File: config.mk
export PLATFORM = sky130hd
export DESIGN_NAME = seg_scan_4dig
export DESIGN_NICKNAME = d
export VERILOG_FILES = /design/src/rtl/seg_scan_4dig.sv
export SDC_FILE = /design/constraint.sdc
export NUM_CORES = 1
export LEC_CHECK = 0
export CAP_MARGIN = 0
export CORE_ASPECT_RATIO = 1.2
export CORE_MARGIN = 5
export CORE_UTILIZATION = 46
export CTS_BUF_LIST = sky130_fd_sc_hd__clkbuf_16
export CTS_CLUSTER_DIAMETER = 100
export DETAILED_ROUTE_END_ITERATION = 16
export DONT_BUFFER_PORTS = 1
export SETUP_SLACK_MARGIN = 0.2
export SYNTH_ARGS = -nofsm -noshare
export SYNTH_HDL_FRONTEND = slang
export SYNTH_SLANG_ARGS = --single-unit
File: constraint.sdc
create_clock -name CLK -period 3.3 [get_ports CLK]
set_clock_uncertainty 0.2 [all_clocks]
set_input_delay 0.66 -clock CLK [delete_from_list [all_inputs] [get_ports CLK]]
set_output_delay 0.66 -clock CLK [all_outputs]
set_load 0.01 [all_outputs]
File: src/rtl/seg_scan_4dig.sv
// Four-digit multiplexed 7-segment scanner fed by a 4-deep nibble shift buffer.
// Optional macro SEG_SCAN_LEAD_BLANK_EN blanks digit positions above the fill count.
module seg_scan_4dig #(
  parameter int unsigned SCAN_DIV       = 50000,
  parameter bit          SEG_ACTIVE_LOW = 1'b1,
  parameter bit          DIG_ACTIVE_LOW = 1'b1
) (
  input  logic       CLK,
  input  logic       RSTn,
  input  logic [3:0] data,
  input  logic       valid,
  output logic       ready,
  input  logic       clr,
  output logic [6:0] ss,
  output logic [3:0] dig
);

  localparam logic [15:0] PC_LAST = 16'(SCAN_DIV - 1);
  localparam logic [6:0]  SS_OFF  = SEG_ACTIVE_LOW ? 7'h7F : 7'h00;
  localparam logic [3:0]  DIG_OFF = DIG_ACTIVE_LOW ? 4'hF : 4'h0;

  logic [3:0]  d_q [4];   // d_q[0] is D1 (rightmost)
  logic [3:0]  d_d [4];
  logic [2:0]  cnt_q, cnt_d;
  logic [15:0] pc_q, pc_d;
  logic [1:0]  idx_q, idx_d; // 0..3 encodes digit 1..4
  logic [6:0]  ss_q, ss_d;
  logic [3:0]  dig_q, dig_d;
  logic [6:0]  seg_raw;
  logic [3:0]  dig_raw;
  logic        xfer;

  function automatic logic [6:0] hex_to_seg(input logic [3:0] n);
    logic [6:0] s;
    case (n)
      4'h0: s = 7'b0111111;
      4'h1: s = 7'b0000110;
      4'h2: s = 7'b1011011;
      4'h3: s = 7'b1001111;
      4'h4: s = 7'b1100110;
      4'h5: s = 7'b1101101;
      4'h6: s = 7'b1111101;
      4'h7: s = 7'b0000111;
      4'h8: s = 7'b1111111;
      4'h9: s = 7'b1101111;
      4'hA: s = 7'b1110111;
      4'hB: s = 7'b1111100;
      4'hC: s = 7'b0111001;
      4'hD: s = 7'b1011110;
      4'hE: s = 7'b1111001;
      default: s = 7'b1110001;
    endcase
    return s;
  endfunction

  assign ready = RSTn & ~clr;
  assign xfer  = valid & ready;

  always_comb begin
    d_d   = d_q;
    cnt_d = cnt_q;
    if (clr) begin
      for (int i = 0; i < 4; i++) d_d[i] = 4'h0;
      cnt_d = 3'd0;
    end else if (xfer) begin
      d_d[3] = d_q[2];
      d_d[2] = d_q[1];
      d_d[1] = d_q[0];
      d_d[0] = data;
      if (cnt_q != 3'd4) cnt_d = cnt_q + 3'd1;
    end
  end

  always_comb begin
    pc_d  = pc_q + 16'd1;
    idx_d = idx_q;
    if (pc_q == PC_LAST) begin
      pc_d  = 16'd0;
      idx_d = idx_q + 2'd1;
    end
  end

  // Slot output computed from current state; pc==0 is the anti-ghosting dead cycle.
  always_comb begin
    seg_raw = hex_to_seg(d_q[idx_q]);
`ifdef SEG_SCAN_LEAD_BLANK_EN
    if (({1'b0, idx_q} + 3'd1) > cnt_q) seg_raw = 7'h00;
`endif
    dig_raw = 4'b0001 << idx_q;
    if (pc_q == 16'd0) begin
      seg_raw = 7'h00;
      dig_raw = 4'h0;
    end
    ss_d  = SEG_ACTIVE_LOW ? ~seg_raw : seg_raw;
    dig_d = DIG_ACTIVE_LOW ? ~dig_raw : dig_raw;
  end

  always_ff @(posedge CLK) begin
    if (!RSTn) begin
      for (int i = 0; i < 4; i++) d_q[i] <= 4'h0;
      cnt_q <= 3'd0;
      pc_q  <= 16'd0;
      idx_q <= 2'd0;
      ss_q  <= SS_OFF;
      dig_q <= DIG_OFF;
    end else begin
      d_q   <= d_d;
      cnt_q <= cnt_d;
      pc_q  <= pc_d;
      idx_q <= idx_d;
      ss_q  <= ss_d;
      dig_q <= dig_d;
    end
  end

  assign ss  = ss_q;
  assign dig = dig_q;

endmodule

==> results of run 1 <==
## metrics by stage
step	setup WS [ns]	total power [W]	hold slack, ns	util [%]	cells
global placement	0.908	0.000639	0.264	47.8	274
CTS	0.901	0.00111	0.288	50.9	282
floorplan	1.03	0.000632	0.242	-	225
global route	0.788	0.00114	0.330	50.9	282
finish	0.921	0.00109	0.281	50.9	282
detailed placement	0.907	0.000639	0.275	47.8	274
## flip-flops by register name (all words and copies together), names as in the netlist
name	count
dig	4
pc_q	16
idx_q	2
d_q	16
ss	7
## placed cells by master, fill, tap and decap left out, types with 3 or more instances in the layout
master     netlist  routed
or3_1            3       3
xor2_1           7       7
nor4_1           3       3
mux4_2           5       5
a21oi_1          6       6
nand3_1         11      11
mux2i_1         16      16
nand2_1         11      11
nor2_1          34      34
dfxtp_1         45      45
ha_1            12      12
nand4_1          5       5
xnor2_1          9       9
nor3_1           5       5
o21ai_0          6       6
inv_1           13      14
or2_2            3       3
clkbuf_16        0       5
## final cells by class
cell class	instances	area, um2	share of cell area, %
clock inverters	3	13.8	0.597
well taps	58	72.6	3.15
multi-input cells	156	1130	49.0
flip-flops and latches	45	901	39.1
inverters	13	48.8	2.12
clock buffers	5	125	5.43
repair buffers	2	15.0	0.651
## where the power goes
part / internal, W / switching, W
logic: 0.0000251 / 0.0000278
registers: 0.000559 / 0.0000143
clock network: 0.000275 / 0.000192
## per-layer routing
layer  track usage, %  part of all wire, %  vias up
li1                 -                    -      765
met1             17.9                   47      687
met3             3.95                  3.3        2
met2             22.3                   49       15
met5                0                    0        -
met4             4.62                 0.68        0
## critical path, stage by stage (launching register included)
cell and delay [ns]:
dfxtp_1 0.57, mux4_2 0.64, ha_1 0.29, mux2_2 0.28, o21ai_0 0.21, nand2_1 0.08
## cell families (layout without fill, tap and decap cells)
| group | Yosys count | in the layout |
|---|---|---|
| AND/OR/NAND/NOR | 86 | 86 |
| adder cells (fa/ha/maj) | 12 | 12 |
| buffers and inverters | 24 | 23 |
| multiplexers | 22 | 22 |
| XOR/XNOR | 16 | 16 |
| AO/OA/AOI/OAI | 20 | 20 |
| flip-flops | 45 | 45 |
## worst paths after layout
path / from / end / slack [ns] / cells past startpoint
hold reg to reg: pc_q[0] / pc_q[0] / 0.28 / 1
setup / recovery: idx_q[1] / ss[4] / 0.92 / 5
setup reg to reg: idx_q[1] / ss[4] / 0.92 / 5
hold / removal: pc_q[0] / pc_q[0] / 0.28 / 1
==> impl_results.md, run 1 <==
* Status: completed
* Drt first pass iters at 4
* Worst-Skew Late Latency at 0.28 ns
* Hold Path Class: flip-flop to flip-flop
* Total GRT Usage at 13.9%
* Crit Path Max Fanout at 8
* Top-count cell post-synth: dfxtp_1
* Yosys cell types at 34
* Arrival time worst endpoint at 2.35 ns
* Fin. Hold Viols at 0
* First-pass GRT wire length at 6.78 mm
* Slew @ Worst Pin at 0.407 ns
* Filler cells at 433
* Die Ht at 84.5 um
* Crit Path Category: flip-flop to flip-flop
* CTS sink count at 45
* Synth warnings at 0
* Proportion of layout cells with a drive suffix above 1 at 9.82%
* #FFs+latches synth at 45
* Mux share of post-synthesis cell area at 13.4%
* DRC violations left at 0
* Clk buf depth at 2
* PortBufs at 0
* Final period util at 72.1%
* Average size of a mapped cell at 9.45 um2
* Final design instance area without fill at 2300 um2
* Main synth FF type: dfxtp_1
* GRT Residual Overflow at 0
* Fmax at 0.420 GHz
* Leading area contributor after synthesis: dfxtp_1
* Top-level port count at 20
* Nature of the critical path endpoint: flip-flop
* Synth top area share at 42.4%
* Clk pin slew, worst setup/hold paths at 0.06 ns
* Rows at 27
* Slew margin rel. at 72.6%
* Die extent in x at 72.1 um
* Detail Route Antenna Nets at 0
* # setup viols final at 0
* Post-synth ARST share at 0%
* Area delta synth->final at 8.35%
* H-Tree Depth at 2
* Sequential area share after synthesis at 42.4%
* Post-Syn Nets at 245
* Total number of vias at 1469
* Main combinational cell family by area after synthesis: simple AND/OR/NAND/NOR gates
* DP Wirelength at 2.80 mm
* PD cells at 474 nW/um2
* Largest net degree at the start of global routing at 18
* Hold_buf cts at 0
* Vias/cell at 5.21
* GPL Wtd Cong at 0.780
* Synth Area in Compound Gates at 6.12%
* Diode count at 0
* Post_cts resized at 0
* RSZ-0062 raised after global routing: false
* Post-route minimum period at 2.38 ns
* CTS tree: yes
* Initial Utilization at 47.0%
* # nets final at 243
* CTS buffer count at 5
* Peak VDD IR at 0.000238 V
* Maxcap violations at 0
* Vias in the first global route at 1419
* Postcts setup bufs at 0
* XOR/XNOR Fraction of Synth Area at 6.59%
* Setup crit start kind: flip-flop
* Antenna violations before repair at 0
* Most common library cells after synthesis: 45 x dfxtp_1, 34 x nor2_1, 16 x mux2i_1, 13 x inv_1, 12 x ha_1
* TNS Setup at 0 ns
* Avg WL per Cell at 13.5 um
* Simple-gate area share of the yosys netlist at 19.9%
* Syn Std Cell Area at 2130 um2
* Synthesized instance count at 225
* Core Area at 4530 um2
* Placed Area at 2170 um2
* Die ar. at 6090 um2
* Leak pwr at 0.872 nW
* Final WL at 3.80 mm
* Clock root buffer: clkbuf_16
* Slew Limit Fails at 0
* Synth area leaders: dfxtp_1 42%, mux2i_1 7.5%, ha_1 7.1%
* Worst path required time at 3.27 ns
* Iter 0 DRT Violations at 58
* Area share of fa/ha/maj cells after synthesis at 7.06%
* Number of synthesized flops with an enable pin at 0
Note: power is estimated with default switching activity, not from simulation.
==> run 2: changes to the inputs <==
Clock period 3.3 ns to 2.4 ns, I/O delays scaled along.
==> run 2 against run 1 <==
Effect of this change: setup slack got worse by 0.60 ns; largest cell class unchanged; worst hold slack lost 0.13 ns; global-route usage grew 0.78 points; largest power group unchanged; sequential cell count is the same; sequential power rose by 38%; utilization grew 2.0 points; cell count increased by 2.1%; die area unchanged; power increased by 39%; design area rose by 3.9%; sequential share of layout area shrank 1.4 points; critical path depth is the same.
==> impl_results.md, run 2 (same netlist as run 1, synthesis figures left out) <==
* Status: completed
* Die Ht at 84.5 um
* Area of the multi-input gates at 1140 um2
* H-Tree Depth at 2
* Die extent in x at 72.1 um
* Detail Route Antenna Nets at 0
* Fmax at 0.480 GHz
* Register area at 903 um2
* PD cells at 635 nW/um2
* Vias/cell at 5.30
* Slew @ Worst Pin at 0.535 ns
* Setup crit start kind: flip-flop
* Final WL at 3.94 mm
* Crit Path Max Fanout at 7
* Final period util at 86.8%
* Largest net degree at the start of global routing at 18
* GPL Wtd Cong at 0.774
* Final design instance area without fill at 2390 um2
* Fin. Hold Viols at 0
* Placed Area at 2190 um2
* Total number of vias at 1526
* Initial Utilization at 47.0%
* Nature of the critical path endpoint: flip-flop
* PortBufs at 0
* Area delta synth->final at 12.6%
* Clk buf depth at 2
* Maxcap violations at 0
* Drt first pass iters at 4
* Avg WL per Cell at 13.7 um
* Worst path required time at 2.38 ns
* Post-route minimum period at 2.08 ns
* Diode count at 0
* Slew Limit Fails at 0
* Die ar. at 6090 um2
* Top-level port count at 20
* Final Util at 52.9%
* WHS Path Cells at 2
* R2R cell count at 5
* CTS buffer count at 5
* Vias in the first global route at 1519
* FF-to-FF Start: pc_q[5]
* Antenna violations before repair at 0
* Proportion of layout cells with a drive suffix above 1 at 13.9%
* Hold_buf cts at 0
* DP Wirelength at 2.81 mm
* Pre-CTS setup slack at 0.148 ns
* R2R Path End: pc_q[4]
* Hold endpoint: d_q[13]
* Worst setup margin at 0.317 ns
* Leak pwr at 0.910 nW
* CTS sink count at 45
* DRC violations left at 0
* TNS Setup at 0 ns
* Hold Path Class: input pin to flip-flop
* Filler cells at 426
* Arrival time worst endpoint at 2.06 ns
* Core Area at 4530 um2
* GRT Residual Overflow at 0
* Setup slack, reg-to-reg at 0.32 ns
* Total power at 0.00152 W
* # setup viols final at 0
* Total GRT Usage at 14.7%
* CTS tree: yes
* Peak VDD IR at 0.000309 V
* # nets final at 249
* Iter 0 DRT Violations at 57
* Hold Path Origin: data[1]
* Clk pin slew, worst setup/hold paths at 0.06 ns
* Commonest non-fill, non-tap cells in the layout: 43 x dfxtp_1, 34 x nor2_1, 16 x mux2i_1, 15 x inv_1
* RSZ-0062 raised after global routing: false
* Crit Path Category: flip-flop to flip-flop
* Worst-Skew Late Latency at 0.28 ns
* Clock root buffer: clkbuf_16
* Slew margin rel. at 64.2%
* Commonest non-fill, non-tap cell in the layout: dfxtp_1
* First-pass GRT wire length at 7.16 mm
* Rows at 27
run 2: cell types whose count changed in the layout (fill, tap and decap cells not counted), moves of 2 or more:
cell / before / now
buf_4: 2 / 6
clkinv_2: 2 / 0
dfxtp_1: 45 / 43
dfxtp_2: 0 / 2
ha_1: 12 / 10
ha_2: 0 / 2
run 2: layout make-up:
class / count / area share [%]
tap: 58 / 3.03
clock buffer: 5 / 5.22
timing repair buffer: 8 / 3.76
inverter: 13 / 2.04
multi-input combinational: 156 / 47.6
clock inverter: 3 / 0.627
sequential: 45 / 37.7
run 2: worst max-delay path by stage:
stage,endpoint,start,cells past startpoint
final,pc_q[4],pc_q[5],5
after global routing,pc_q[0],pc_q[0],6
after CTS,ss[3],idx_q[1],5
after detailed placement,pc_q[4],pc_q[4],4
after global placement,pc_q[10],pc_q[5],4
after floorplan,ss[3],idx_q[1],6
run 2: timing repair:
| item | CTS | global route |
|---|---|---|
| setup endpoints to repair | 18 | 18 |
| pin swaps | 1 | 2 |
| gates cloned | 0 | 1 |
| setup buffers | 1 | 1 |
| endpoints found under the hold margin | 0 | 0 |
| resized for setup | 1 | 4 |
run 2: where the power goes:
| part | switching [W] | leakage [nW] | internal [W] |
|---|---|---|---|
| clock network | 0.000273 | 0.0724 | 0.000378 |
| logic | 0.0000410 | 0.471 | 0.0000416 |
| registers | 0.0000196 | 0.367 | 0.000768 |
run 2: layer usage:
metal  vias to the layer above  routed length (um)  GRT usage, %
met4                         0                  63          5.98
met3                         6                 136          3.71
met2                        28                1980          24.7
met1                       714                1760          17.7
li1                        778                   -             -
met5                         -                   0             0
run 2: through the flow:
| stage | hold slack, ns | std cells |
|---|---|---|
| after global placement | 0.270 | 277 |
| after global routing | 0.158 | 288 |
| after detailed placement | 0.284 | 277 |
| after floorplan | 0.242 | 225 |
| after CTS | 0.143 | 286 |
| final | 0.149 | 288 |
run 2: critical path, stage by stage, from the launching register on:
cell and delay [ns]:
dfxtp_1 0.34, or4_4 0.55, or4_4 0.45, o21ai_4 0.21, clkbuf_16 0.18, nor2_1 0.04
==> run 3: changes to the inputs <==
Settings changed: ABC_CLOCK_PERIOD_IN_PS set to 2400, PLACE_DENSITY set to 0.71.
==> run 3 against run 2 <==
Effect of this change: first-iteration DRC count down 14%; sequential share of layout area up 0.17 points; utilization down 0.30 points; cell count up 0.69%; die area unchanged; highest routed layer unchanged; combinational power down 0.7%; global-route usage down 0.70 points; via count up 0.52%; power down 0.61%; clock power down 1%.
==> impl_results.md, run 3 (same netlist as run 1, synthesis figures left out) <==
* Setup crit start kind: flip-flop
* Proportion of layout cells with a drive suffix above 1 at 12.9%
* R2R Path End: ss[3]
* PortBufs at 0
* Setup slack, reg-to-reg at 0.31 ns
* Final WL at 3.97 mm
* Core Area at 4530 um2
* RSZ-0062 raised after global routing: true
* Hold_buf cts at 0
* Vias/cell at 5.29
* CTS tree: yes
* Die ar. at 6090 um2
* CTS buffer count at 5
* CP endpoint: ss[3]
* Die Ht at 84.5 um
* Top-level port count at 20
* Peak VDD IR at 0.000488 V
* Commonest non-fill, non-tap cells in the layout: 44 x dfxtp_1, 34 x nor2_1, 16 x inv_1, 16 x mux2i_1, 12 x ha_1
* DP Wirelength at 2.75 mm
* CP Cell Sequence: buf_4, mux4_2, inv_1, ha_1, or2_2, a21oi_1, o21ai_0
* CTS sink count at 45
* H-Tree Depth at 2
* Arrival time worst endpoint at 2.04 ns
* Leak pwr at 0.921 nW
* Final period util at 87.3%
* Nature of the critical path endpoint: flip-flop
* Antenna violations before repair at 0
* Buffers & Inverters on Critical Path at 2
* First-pass GRT wire length at 6.73 mm
* Rows at 27
* Diode count at 0
* Max stage delay on crit path at 0.40 ns
* Detail Route Antenna Nets at 0
* Vias in the first global route at 1422
* Slew Limit Fails at 0
* Fin. Hold Viols at 0
* Worst path depth at 7
* Maxcap violations at 0
* PD cells at 635 nW/um2
* Filler cells at 413
* Drt first pass iters at 4
* Iter 0 DRT Violations at 49
* R2R cell count at 7
* GRT Residual Overflow at 0
* Commonest non-fill, non-tap cell in the layout: dfxtp_1
* GPL Wtd Cong at 0.757
* # nets final at 251
* Clk buf depth at 2
* Top cell family by delay on the critical path: multiplexers
* Crit Path Max Fanout at 6
* Status: completed
* FF-to-FF Start: idx_q[1]
* Pre-CTS setup slack at 0.148 ns
* Clock root buffer: clkbuf_16
* Avg WL per Cell at 13.7 um
* Area delta synth->final at 11.9%
* Largest net degree at the start of global routing at 18
* DRC violations left at 0
* Clk pin slew, worst setup/hold paths at 0.06 ns
* Total number of vias at 1534
* Hold Path Class: input pin to flip-flop
* Worst-Skew Late Latency at 0.28 ns
* Worst path required time at 2.34 ns
* # setup viols final at 0
* Crit Path Category: flip-flop to flip-flop
* Die extent in x at 72.1 um
* Critical-path cell with the highest stage delay: mux4_2
* Post-route minimum period at 2.09 ns
* Total GRT Usage at 14.0%
* Fmax at 0.477 GHz
* Crit path from: idx_q[1]
* Slew @ Worst Pin at 0.518 ns
* Initial Utilization at 47.0%
* Slew margin rel. at 65.4%
* Worst setup margin at 0.305 ns
* TNS Setup at 0 ns
[run 3: cell count changes in the layout (fill, tap and decap cells not counted), sizes merged]
cell,before,now
clkinvlp,1,0
buf,7,10
clkbuf,6,5
inv,15,16
[run 3: cell type report]
class	instances	area, um2	area share [%]
flip-flops and latches	45	902	37.9
clock inverters	3	11.3	0.473
clock buffers	5	125	5.25
well taps	58	72.6	3.05
inverters	13	48.8	2.05
repair buffers	10	86.3	3.63
multi-input cells	156	1130	47.7
[run 3: metal layers]
metal  GRT usage [%]  vias up  wire length, um
li1                -      785                -
met5               0        -                0
met2            22.2       31             1870
met3            3.35        8              182
met4            7.69        0               92
met1            17.2      710             1830
[run 3: repair_timing]
| action | CTS | global route |
|---|---|---|
| gates resized for setup | 2 | 4 |
| gates cloned | 0 | 1 |
| setup buffers | 2 | 3 |
| setup endpoints to repair | 19 | 17 |
| pin swaps | 1 | 2 |
[run 3: worst reg2reg max path, cell delays in order (launching register included)]
cell and delay (ns):
dfxtp_2 0.35, buf_4 0.15, mux4_2 0.40, inv_1 0.09
ha_1 0.24, or2_2 0.30, a21oi_1 0.14, o21ai_0 0.08
[run 3: where the power goes]
part | leakage, nW | switching, W | internal [W]
logic | 0.478 | 0.0000414 | 0.0000406
registers | 0.366 | 0.0000205 | 0.000768
clock network | 0.0776 | 0.000267 | 0.000374
total | 0.921 | 0.000329 | 0.00118
[run 3: metrics by stage]
step                cell area (um2)  std cells  power [W]  utilization (%)  hold slack [ns]
floorplan                      2130        225   0.000869                -            0.242
global placement               2180        276   0.000876             48.2            0.265
detailed placement             2180        276   0.000879             48.2            0.274
CTS                            2340        286    0.00153             51.7            0.143
global route                   2380        290    0.00158             52.6            0.144
finish                         2380        290    0.00151             52.6            0.143
[run 3: worst min-delay path by stage]
stage,from,to,slack (ns),cells after the start
global placement,pc_q[0],pc_q[0],0.26,1
finish,data[2],d_q[14],0.14,2
CTS,data[2],d_q[14],0.14,2
detailed placement,pc_q[0],pc_q[0],0.27,1
floorplan,pc_q[0],pc_q[0],0.24,1
global route,valid,d_q[6],0.14,2
